--- config.mk ---
export PLATFORM = sky130hd
export DESIGN_NAME = fc_neuron_feeder_flat
export DESIGN_NICKNAME = d
export VERILOG_FILES = /design/src/rtl/fc_neuron_feeder_if.sv /design/src/rtl/fc_neuron_feeder.sv /design/src/flat_wrapper.sv
export SDC_FILE = /design/constraint.sdc
export NUM_CORES = 1
export LEC_CHECK = 0
export CORE_AREA = 2 2 258 260
export DETAILED_ROUTE_END_ITERATION = 8
export DIE_AREA = 0 0 260 262
export PLACE_DENSITY_LB_ADDON = 0.12
export SETUP_SLACK_MARGIN = 0.15
export SLEW_MARGIN = 20
export SYNTH_ARGS = -nofsm -noshare
export SYNTH_HDL_FRONTEND = slang
export SYNTH_SLANG_ARGS = --single-unit
export TNS_END_PERCENT = 50
--- constraint.sdc ---
create_clock -name clk -period 4 [get_ports clk]
set_input_delay 0.6 -clock clk [delete_from_list [all_inputs] [get_ports clk]]
set_output_delay 0.6 -clock clk [all_outputs]
set_load 0.01 [all_outputs]
--- src/rtl/fc_neuron_feeder_if.sv ---
// Beat-stream bundle between the neuron feeder, its feature/weight memories and the neuron.
// The master side is the feeder itself; the slave side is the surrounding memories and neuron.
interface fc_neuron_feeder_if #(
    parameter int IN_SIZE   = 10,
    parameter int NEURON_NB = 64,
    parameter int NUM_NEUR  = 16,
    parameter int WIDTH     = 16
);
    localparam int NUM_BEATS = (NEURON_NB + IN_SIZE - 1) / IN_SIZE;
    localparam int SEL_W     = $clog2(NUM_NEUR);
    localparam int WA_W      = $clog2(NUM_NEUR * NUM_BEATS);

    logic                           start;
    logic [SEL_W-1:0]               neuron_sel;
    logic                           hold;
    logic [2:0]                     feat_addr;
    logic [IN_SIZE-1:0][WIDTH-1:0]  feat_data;
    logic [WA_W-1:0]                wgt_addr;
    logic [IN_SIZE-1:0][WIDTH-1:0]  wgt_data;
    logic                           en;
    logic [2:0]                     addr;
    logic [IN_SIZE-1:0][WIDTH-1:0]  in_data;
    logic [IN_SIZE-1:0][WIDTH-1:0]  weight;
    logic                           full_data;
    logic                           busy;
    logic                           done;

    modport master (
        input  start, neuron_sel, hold, feat_data, wgt_data,
        output feat_addr, wgt_addr, en, addr, in_data, weight, full_data, busy, done
    );

    modport slave (
        output start, neuron_sel, hold, feat_data, wgt_data,
        input  feat_addr, wgt_addr, en, addr, in_data, weight, full_data, busy, done
    );
endinterface

--- src/rtl/fc_neuron_feeder.sv ---
// Sequencer that streams one neuron's feature vector and weight row as IN_SIZE-lane beats,
// then pulses full_data after the processing-unit pipeline drains. DRAIN must be at least 1.
module fc_neuron_feeder #(
    parameter int IN_SIZE   = 10,
    parameter int NEURON_NB = 64,
    parameter int NUM_NEUR  = 16,
    parameter int WIDTH     = 16,
    parameter int DRAIN     = 2
) (
    input  logic                    clk,
    input  logic                    reset,
    fc_neuron_feeder_if.master      bus
);
    localparam int NUM_BEATS = (NEURON_NB + IN_SIZE - 1) / IN_SIZE;
    localparam int SEL_W     = $clog2(NUM_NEUR);
    localparam int WA_W      = $clog2(NUM_NEUR * NUM_BEATS);
    localparam int DC_W      = (DRAIN > 1) ? $clog2(DRAIN) : 1;
    localparam logic [2:0]      LAST_BEAT = 3'(NUM_BEATS - 1);
    localparam logic [DC_W-1:0] LAST_DRAIN = DC_W'(DRAIN - 1);

    typedef enum logic [2:0] {
        S_IDLE, S_ISSUE, S_WAIT, S_DRAIN, S_FULL, S_DONE
    } state_t;

    state_t                         state_reg, state_next;
    logic [2:0]                     beat_cnt_reg;
    logic [SEL_W-1:0]               sel_reg;
    logic                           issue;
    logic                           issue_q_reg;
    logic [2:0]                     beat_q_reg;
    logic [DC_W-1:0]                drain_cnt_reg;
    logic                           en_reg;
    logic [2:0]                     addr_reg;
    logic [IN_SIZE-1:0][WIDTH-1:0]  in_data_reg;
    logic [IN_SIZE-1:0][WIDTH-1:0]  weight_reg;
    logic [IN_SIZE-1:0][WIDTH-1:0]  feat_masked;
    logic [IN_SIZE-1:0][WIDTH-1:0]  wgt_masked;

    always_comb begin
        state_next = state_reg;
        issue      = 1'b0;
        case (state_reg)
            S_IDLE:  if (bus.start) state_next = S_ISSUE;
            S_ISSUE: begin
                issue = ~bus.hold;
                if (issue && beat_cnt_reg == LAST_BEAT) state_next = S_WAIT;
            end
            // The final read is still in flight on entry; leave once it has been presented.
            S_WAIT:  if (!issue_q_reg) state_next = S_DRAIN;
            S_DRAIN: if (drain_cnt_reg == LAST_DRAIN) state_next = S_FULL;
            S_FULL:  state_next = S_DONE;
            S_DONE:  state_next = S_IDLE;
            default: state_next = S_IDLE;
        endcase
    end

    always_ff @(posedge clk or negedge reset) begin
        if (!reset) begin
            state_reg     <= S_IDLE;
            beat_cnt_reg  <= '0;
            sel_reg       <= '0;
            issue_q_reg   <= 1'b0;
            beat_q_reg    <= '0;
            drain_cnt_reg <= '0;
        end else begin
            state_reg   <= state_next;
            issue_q_reg <= issue;
            if (state_reg == S_IDLE && bus.start) sel_reg <= bus.neuron_sel;
            if (issue) begin
                beat_q_reg   <= beat_cnt_reg;
                beat_cnt_reg <= (beat_cnt_reg == LAST_BEAT) ? 3'd0 : beat_cnt_reg + 3'd1;
            end
            if (state_reg == S_DRAIN && drain_cnt_reg != LAST_DRAIN)
                drain_cnt_reg <= drain_cnt_reg + DC_W'(1);
            else
                drain_cnt_reg <= '0;
        end
    end

    // Lanes past the end of the feature vector carry zeros so the neuron sum is unaffected.
    generate
        for (genvar gi = 0; gi < IN_SIZE; gi++) begin : g_lane
            logic lane_valid;
            assign lane_valid      = (int'(beat_q_reg) * IN_SIZE + gi) < NEURON_NB;
            assign feat_masked[gi] = lane_valid ? bus.feat_data[gi] : '0;
            assign wgt_masked[gi]  = lane_valid ? bus.wgt_data[gi]  : '0;
        end
    endgenerate

    always_ff @(posedge clk or negedge reset) begin
        if (!reset) begin
            en_reg      <= 1'b0;
            addr_reg    <= '0;
            in_data_reg <= '0;
            weight_reg  <= '0;
        end else begin
            en_reg <= issue_q_reg;
            if (issue_q_reg) begin
                addr_reg    <= beat_q_reg;
                in_data_reg <= feat_masked;
                weight_reg  <= wgt_masked;
            end else begin
                in_data_reg <= '0;
                weight_reg  <= '0;
            end
        end
    end

    assign bus.feat_addr = beat_cnt_reg;
    assign bus.wgt_addr  = WA_W'(sel_reg) * WA_W'(NUM_BEATS) + WA_W'(beat_cnt_reg);
    assign bus.en        = en_reg;
    assign bus.addr      = addr_reg;
    assign bus.in_data   = in_data_reg;
    assign bus.weight    = weight_reg;
    assign bus.full_data = (state_reg == S_FULL);
    assign bus.done      = (state_reg == S_DONE);
    assign bus.busy      = (state_reg != S_IDLE);
endmodule

--- src/flat_wrapper.sv ---
// flat-port wrapper written by rule: the top's interface ports become plain ports
module fc_neuron_feeder_flat 
#(
    parameter int IN_SIZE   = 10,
    parameter int NEURON_NB = 64,
    parameter int NUM_NEUR  = 16,
    parameter int WIDTH     = 16,
    parameter int DRAIN     = 2
)
  (clk, reset, bus_start, bus_neuron_sel, bus_hold, bus_feat_data, bus_wgt_data, bus_feat_addr, bus_wgt_addr, bus_en, bus_addr, bus_in_data, bus_weight, bus_full_data, bus_busy, bus_done);
  fc_neuron_feeder_if #(.IN_SIZE(IN_SIZE), .NEURON_NB(NEURON_NB), .NUM_NEUR(NUM_NEUR), .WIDTH(WIDTH)) bus_i ();
  input  logic clk;
  input  logic reset;
  input wire logic [$bits(bus_i.start)-1:0] bus_start;
  input wire logic [$bits(bus_i.neuron_sel)-1:0] bus_neuron_sel;
  input wire logic [$bits(bus_i.hold)-1:0] bus_hold;
  input wire logic [$bits(bus_i.feat_data)-1:0] bus_feat_data;
  input wire logic [$bits(bus_i.wgt_data)-1:0] bus_wgt_data;
  output wire logic [$bits(bus_i.feat_addr)-1:0] bus_feat_addr;
  output wire logic [$bits(bus_i.wgt_addr)-1:0] bus_wgt_addr;
  output wire logic [$bits(bus_i.en)-1:0] bus_en;
  output wire logic [$bits(bus_i.addr)-1:0] bus_addr;
  output wire logic [$bits(bus_i.in_data)-1:0] bus_in_data;
  output wire logic [$bits(bus_i.weight)-1:0] bus_weight;
  output wire logic [$bits(bus_i.full_data)-1:0] bus_full_data;
  output wire logic [$bits(bus_i.busy)-1:0] bus_busy;
  output wire logic [$bits(bus_i.done)-1:0] bus_done;
  assign bus_i.start = bus_start;
  assign bus_i.neuron_sel = bus_neuron_sel;
  assign bus_i.hold = bus_hold;
  assign bus_i.feat_data = bus_feat_data;
  assign bus_i.wgt_data = bus_wgt_data;
  assign bus_feat_addr = bus_i.feat_addr;
  assign bus_wgt_addr = bus_i.wgt_addr;
  assign bus_en = bus_i.en;
  assign bus_addr = bus_i.addr;
  assign bus_in_data = bus_i.in_data;
  assign bus_weight = bus_i.weight;
  assign bus_full_data = bus_i.full_data;
  assign bus_busy = bus_i.busy;
  assign bus_done = bus_i.done;
  fc_neuron_feeder #(.IN_SIZE(IN_SIZE), .NEURON_NB(NEURON_NB), .NUM_NEUR(NUM_NEUR), .WIDTH(WIDTH), .DRAIN(DRAIN)) u_core (.clk(clk), .reset(reset), .bus(bus_i));
endmodule
==> results of run 1 <==
cell type report:
type | instances | area (sq um)
Inverter | 18 | 67.56
Clock inverter | 16 | 172.7
Antenna cell | 4 | 10.01
Clock buffer | 62 | 1290
Tap cell | 864 | 1081
Timing Repair Buffer | 681 | 6822
Sequential cell | 339 | 8484
Multi-Input combinational cell | 405 | 2765
Fill cell | 6644 | 44580
through the flow:
stage	hold slack [ns]	util, %	setup slack [ns]	instance area, sq um
floorplan	0.3044	-	0.9057	11460
detailed placement	0.5047	29.39	0.2009	19190
CTS	0.09916	31.67	0.02337	20670
global placement	0.4894	29.39	0.2333	19190
global route	0.09374	31.70	0.05822	20690
finish	0.03222	31.70	0.2162	20690
layout by cell type (no fill, tap or decap), types with 2 or more instances in the layout:
cell | synthesis | layout
a21o_1 | 2 | 2
a21oi_1 | 4 | 4
and2_1 | 320 | 320
buf_12 | 0 | 4
buf_4 | 0 | 13
bufinv_16 | 0 | 3
clkbuf_1 | 25 | 7
clkbuf_16 | 0 | 45
clkbuf_8 | 0 | 10
clkdlybuf4s50_1 | 0 | 658
clkinv_2 | 0 | 8
dfrtp_1 | 339 | 338
diode_2 | 0 | 4
fa_1 | 5 | 5
ha_1 | 15 | 14
inv_1 | 17 | 17
inv_6 | 0 | 3
mux2_2 | 3 | 3
mux2i_1 | 2 | 2
nand2_1 | 16 | 16
nand2b_1 | 3 | 3
nor2_1 | 3 | 2
nor2_4 | 1 | 2
o21ai_0 | 9 | 9
o21bai_1 | 2 | 2
or3_1 | 2 | 2
xnor2_1 | 4 | 4
logic make-up (layout without fill, tap and decap cells):
logic type,Yosys count,count (layout),synth area share [%]
and+or+nand+nor,351,351,18.88
DFF,339,339,74.04
buffers and inverters,53,777,2.250
AOI/OAI and AO/OA,24,24,1.442
adders and majority gates,20,20,2.512
muxes,6,6,0.5679
xor gates and xnor gates,4,4,0.3057
other,0,4,0
power by group:
part / internal, mW / total (mW) / switching (mW)
clock: 2.44 / 4.01 / 1.57
sequential: 4.18 / 4.47 / 0.296
combinational: 2.49 / 4.58 / 2.09
total: 9.11 / 13.1 / 3.96
worst reg2reg max path, delay by kind of cell (launching register included):
| family | cells | cell delay (ns) |
|---|---|---|
| adder cells (fa/ha/maj) | 3 | 0.69 |
| AND/OR/NAND/NOR | 2 | 0.52 |
| AO/OA/AOI/OAI | 2 | 0.50 |
| flip-flops | 1 | 0.48 |
| buffers and inverters | 1 | 0.36 |
metal layers:
metal	up-vias	routed length, um	share of wire, %
met1	4002	15990	35
met2	319	24600	53
li1	3837	-	-
met3	66	4399	9.6
met4	8	1008	2.2
met5	-	53	0.12
repair_timing:
| item | CTS | global route |
|---|---|---|
| buffers inserted | 3 | 0 |
| gates resized for setup | 11 | 4 |
| setup endpoints to repair | 4 | 4 |
| hold buffers | 0 | 0 |
| pin swaps | 1 | 3 |
worst paths after layout:
kind | from | endpoint | cells past startpoint
hold / removal | reset | u_core.bus.in_data[40] | 1
setup / recovery | u_core.sel_reg[0] | bus_wgt_addr[6] | 10
max in group asynchronous | reset | u_core.bus.weight[152] | 2
setup reg to reg | u_core.beat_q_reg[0] | u_core.bus.in_data[118] | 8
min in group clk | u_core.drain_cnt_reg | u_core.state_reg[1] | 1
hold reg to reg | u_core.drain_cnt_reg | u_core.state_reg[1] | 1
==> results.md, run 1 <==
Worst hold path:
- The min-delay analysis places its worst path in the category input pin to async pin.

Synthesis:
- The leading register cell type out of synthesis is dfrtp_1.
- The proportion of synthesized chip area in sequential cells is 74.04%.
- Each instance of the synthesized netlist takes up on average 14.38 sq um.
- After synthesis, the largest area contributor takes up 74.04% of total cell area.
- The count of flip-flops with a built-in enable after synthesis is 0.
- The number of distinct standard cells referenced by the synthesized netlist is 36.
- The Yosys step of the flow raised 0 warnings.
- By count the netlist is led by dfrtp_1 (339), and2_1 (320), clkbuf_1 (25).
- The number of nets in the synthesized netlist is 1145.
- The proportion of register bits with asynchronous set or reset after synthesis is 100.0%.
- The count of mapped cells out of synthesis is 797.
- By area the synthesized netlist is led by dfrtp_1 (74%), and2_1 (17%), ha_1 (1.6%), fa_1 (0.87%), clkbuf_1 (0.82%).
- dfrtp_1 takes more of the synthesized area than any other cell.
- The flip-flop and latch count after synthesis is 339.
- In this run the cell area of the synthesized design comes to 11460 sq um.
- By instance count, the leading cell after synthesis is dfrtp_1.

Placement:
- The count of buffers from port buffering is 664.
- The number of placed instances, taps included, is 2304.
- The HPWL after detailed placement is 34680 um.
- The congestion estimate from routability-driven global placement came to 0.7658.

Final layout:
- The number of nets in the layout is 1837.
- The area added between synthesis and finish is 80.60%.
- The non-filler instance count after layout is 2389.
- The proportion of layout cells with a drive suffix above 1 is 6.969%.

Pwr:
- The power per cell area is 631.3 nW/um^2.
- The worst-case IR drop observed on VDD is 0.001044 V.
- For this design the static power due to leakage is 9.206 nW.
- The completed layout was analyzed and its total power is 13.06 mW.

Global route:
- The leftover overflow at the end of global routing is 0.
- For this run, global-route usage on met1 was measured as 13.50%.
- The number of antenna violations at the first check in global routing came to 9.
- The maximum number of pins on one net before global-route repair is 94.
- The via count of the first global-routing pass came to 8854.
- Global routing used 23.72% of the available met2 tracks.
- Global routing consumed, over all layers together, 13.01% of the routing resources.
- The most heavily used metal layer in global routing is met2.
- The first global-routing pass estimated 63880 um of wire.
- The met3 global-route usage is 5.584%.

Clock tree:
- The H-tree depth is 2.
- TritonCTS built the clock tree.
- Clock-pin slew was measured on the worst setup and hold paths at 0.05 ns.
- In this run, CTS created clock tree buffers numbering 44.
- In this run the deepest clock path goes through 3 buffers.
- In this run the clock root is driven by a clkbuf_16.
- The clock net in this run drives a total of 339 sinks.
- The clock reaches the later pin of the worst-skew pair after 0.57 ns.

Critical path:
- The flop-to-flop setup slack is 1.41 ns.
- The number of buffers and inverters on the critical path is 3.
- The sort of element at the start of the critical path is a flip-flop.
- The signal on the critical path passes through fa_1 -> inv_1 -> fa_1 -> inv_1 -> ha_4 -> a211oi_2 -> o21bai_1 -> a21oi_1 -> xnor2_1 -> buf_2.
- The critical path is of the flip-flop to output port type.
- The cell with the largest stage delay on the worst path is fa_1.
- Of all nets on the critical path, the largest fanout is 2.
- The capturing element type of the critical path is an output port.
- On the worst path, the slowest cell contributes a delay of 0.54 ns.
- Data on the critical path is required at its endpoint by 3.40 ns.
- The critical path's top delay family is adder cells.
- The data arrival time of the critical path is 3.18 ns.

Die:
- The initial core utilization is 17.55%.
- The total die area is 68120 sq um.
- The vertical extent of the die is 262 um.
- 665 I/O pins were placed.
- The core footprint is 65280 sq um.
- The initialized floorplan defines 94 standard-cell rows.
- The die is 260 um wide.

Outcome:
- The run finished with clean final reports.

Timing:
- The maximum clock skew at final layout is 0.01844 ns.
- Setup repair after global routing could not meet its margin everywhere.
- The summed negative setup slack over all endpoints is 0 ns.
- The total count of max-transition violations in the final report is 0.
- The part of the cycle the worst path needs is 94.59%.
- Setup violations remaining at the end of the flow were counted as 0.
- The headroom to the max-slew limit is 40.22%.
- Static timing analysis puts the maximum clock frequency at 264.3 MHz.
- For the pin with the worst max-slew slack, the measured transition is 0.8966 ns.
- The final count of hold timing violations was 0.
- The worst path needs 3.784 ns of the cycle, external delays included.

Run:
- The number of max-cap violations is 0.

Routing:
- The total routed wirelength is 46050 um.
- Dividing the detail-routed wire length by the instance count gives 19.27 um.
- Summing over every cut layer, the via total after detailed routing is 8232.
- Dividing the detail-routed via count by the number of cells gives 3.446.
- The count of nets left with antenna violations once routing finished came out at 0.
- In this run, the number of DRC markers left after iteration 0 of detailed routing was 414.
- The detailed-routing iteration count for the pre-antenna-repair pass is 4.
- The post-detailed-route DRC marker count is 0.
No activity file was read; power rests on OpenSTA's default activity.
==> run 2, diff against run 1 <==
--- a/config.mk
+++ b/config.mk
@@ -5,9 +5,10 @@
 export SDC_FILE = /design/constraint.sdc
 export NUM_CORES = 1
 export LEC_CHECK = 0
-export CORE_AREA = 2 2 258 260
+export CORE_AREA = 2 2 257 259
 export DETAILED_ROUTE_END_ITERATION = 8
-export DIE_AREA = 0 0 260 262
+export DIE_AREA = 0 0 259 261
+export DONT_BUFFER_PORTS = 1
 export PLACE_DENSITY_LB_ADDON = 0.12
 export SETUP_SLACK_MARGIN = 0.15
 export SLEW_MARGIN = 20
==> run 2 against run 1 <==
- the run now ends with hold timing, slew limit left
- final cell count shrank 29%
- sequential power grew 14%
- maximum frequency grew 2.1%
- cell area shrank 33%
- global-route usage fell by 2.7 points
- critical path depth fell by 2
- clock power fell by 2%
==> results.md, run 2 (same netlist as run 1, synthesis figures left out) <==
Outcome:
- The run finished, with violations left.
- The checks that failed: hold timing, slew limit.

Routing:
- The total routed wirelength was 37110 um (-19%).
- The count of nets left with antenna violations after detail routing is 0 (unchanged).
- The average vias per placed instance is 3.480 (+0.99%).
- The post-detailed-route DRC marker count was 0 (unchanged).
- The detailed-routing iteration count for the pre-antenna-repair pass is 4 (unchanged).
- The starting DRC count in detailed routing is 362 (-13%).
- The total via count in the routed design is 5930 (-28%).
- The routed wirelength normalized by instance count came to 21.78 um (+13%).

Die:
- The initial core utilization was 17.62% (+0.063 points).
- The width of the die is 259 um (-0.38%).
- The vertical extent of the die is 261 um (-0.38%).
- The total die area is 67600 sq um (-0.76%).
- The core footprint is 65040 sq um (-0.36%).
- The number of top-level pins is 665 (unchanged).
- The number of placement rows was 94 (unchanged).

Timing:
- The part of the cycle the worst path needs is 92.65% (-1.9 points).
- The final count of hold timing violations is 109 (+109).
- Setup repair after global routing left no endpoint under its margin.
- The maximum clock frequency came to 269.8 MHz (+2.1%).
- The total count of max-transition violations in the final report is 156 (+156).
- The headroom to the max-slew limit is -30.15% (-70 points).
- The maximum clock skew at final layout came to 0.009406 ns (-0.009034 ns).
- The total of endpoints with negative setup slack in the final report is 0 (unchanged).
- The final-layout worst hold slack is -0.2405 ns (-0.2727 ns).
- The summed negative setup slack over all endpoints is 0 ns (unchanged).
- The transition time at the pin with the least slew margin is 1.952 ns (+1.056 ns).
- The shortest period the worst path allows is 3.706 ns (-0.07797 ns).

Global route:
- The maximum number of pins on one net before global-route repair is 340 (+260%).
- The leftover overflow at the end of global routing is 0 (unchanged).
- The via count of the first global-routing pass is 6427 (-27%).
- The wire length of the first global-routing pass is 50180 um (-21%).
- The global-route usage over all layers is 10.31% (-2.7 points).
- The number of antenna violations at the first check in global routing is 14 (+5).

Final layout:
- The most common cell after layout, fill and taps aside is dfrtp_1.
- The number of diodes added for antenna fixing is 0 (-4).
- The number of nets in the layout came to 1160 (-37%).
- The top cell types in the final layout, fill and taps aside, are dfrtp_1 (339), and2_1 (320), clkbuf_16 (41).
- The non-filler instance count after layout is 1704 (-29%).
- The proportion of layout cells with a drive suffix above 1 was 10.71% (+3.7 points).
- The area added between synthesis and finish is 21.10%.

Placement:
- The count of buffers from port buffering is 0 (-100%).
- The HPWL after detailed placement came to 26770 um (-23%).
- The cell count after placement is 1631 (-29%).
- The global placer's final weighted congestion came to 0.7510 (-1.9%).

Critical path:
- The required time of the worst setup path is 3.40 ns (about the same).
- The cell with the largest stage delay on the worst path is fa_1.
- The library cell appearing most often on the critical path is fa_1.
- The flop-to-flop setup slack is 1.36 ns (-0.05 ns).
- The length in cells of the worst reg-to-reg path is 8 (unchanged).
- The worst-path maximum fanout is 2 (unchanged).
- The sort of element at the start of the critical path is a flip-flop.
- The data arrival time of the critical path is 3.11 ns (-0.07 ns).
- By startpoint and endpoint, the worst setup path is classified as flip-flop to output port.
- The signal on the critical path passes through fa_1 -> inv_1 -> fa_1 -> fa_1 -> inv_1 -> a21o_1 -> a21oi_1 -> xnor2_1.
- STA classifies the critical path endpoint as an output port.
- The endpoint of the worst register-to-register path is u_core.bus.in_data[108].
- The stage delay of the slowest cell on the critical path came to 0.54 ns (about the same).
- In this run the critical register-to-register path is launched from u_core.beat_q_reg[0].

Clock tree:
- The total number of clock tree sinks was 339 (unchanged).
- TritonCTS built the clock tree.
- The tree is rooted in a clkbuf_16.
- The clock slew at the register clock pins of the worst setup and hold paths came to 0.05 ns (about the same).
- The H-tree depth was 2 (unchanged).
- The later-pin clock latency in the skew report is 0.54 ns (-0.03 ns).
- The maximum number of buffers from clock root to sink is 3 (unchanged).
- The total CTS buffers came to 41 (-6.8%).

Pwr:
- The power per cell area came to 796.9 nW/um^2 (+26%).
- The maximum VDD drop is 0.0003370 V (-68%).
- The total power consumption of the routed design is 11.06 mW (-15%).
- The standby leakage power is 6.637 nW (-28%).

Worst hold path:
- In this run the worst hold path is classified as input pin to async pin.

Run:
- The number of max-cap violations is 0 (unchanged).
==> run 2: worst max path at each step <==
stage | startpoint | endpoint | slack (ns) | cells after the start
floorplan | u_core.sel_reg[0] | bus_wgt_addr[6] | 0.91 | 9
global placement | u_core.sel_reg[0] | bus_wgt_addr[6] | 0.67 | 9
detailed placement | u_core.sel_reg[0] | bus_wgt_addr[6] | 0.67 | 9
CTS | u_core.sel_reg[0] | bus_wgt_addr[6] | 0.17 | 9
global route | u_core.sel_reg[0] | bus_wgt_addr[5] | 0.17 | 8
finish | u_core.sel_reg[0] | bus_wgt_addr[5] | 0.29 | 8
==> run 2: routing by layer <==
metal  part of all wire (%)  wire, um  GRT usage, %  up-vias
li1                       -         -             -     2467
met3                    9.8      3631         4.462       75
met5                   0.18        65             0        -
met1                     33     12330         10.47     3048
met2                     54     20170         18.94      330
met4                    2.4       903         3.292       10
==> run 2: what timing repair did <==
item / CTS / global route
endpoints found under the hold margin: 339 / 339
resized for setup: 3 / 1
buffers inserted: 2 / 0
endpoints found under the setup margin: 1 / 1
pin swaps: 0 / 5
==> run 2: cell type report <==
class	instances	area [sq um]
fillers	6925	51170
well taps	864	1081
clock buffers	53	1161
clock inverters	18	252.7
multi-input cells	405	2776
inverters	18	67.56
repair buffers	7	52.55
flip-flops and latches	339	8483
==> run 2: worst max-delay path, delay by kind of cell (launching register included) <==
| kind | cells | cell delay [ns] |
|---|---|---|
| AOI/OAI and AO/OA | 2 | 0.18 |
| xor gates and xnor gates | 1 | 0.35 |
| buffers and inverters | 2 | 0.13 |
| DFF | 1 | 0.40 |
| adders and majority gates | 3 | 1.52 |
==> run 2: through the flow <==
stage	setup slack, ns	util [%]	area (sq um)	hold WS (ns)
finish	0.2942	21.33	13870	-0.2405
global route	0.1732	21.33	13870	-0.2920
CTS	0.1735	21.31	13860	-0.2934
detailed placement	0.6697	19.09	12420	0.3123
global placement	0.6660	19.09	12420	0.3118
floorplan	0.9057	-	11460	0.3044
==> run 2: power breakdown <==
group          total (mW)  internal [mW]  switching (mW)
registers            5.10           4.19           0.910
clock network        3.92           2.43            1.49
logic                2.04          0.824            1.22
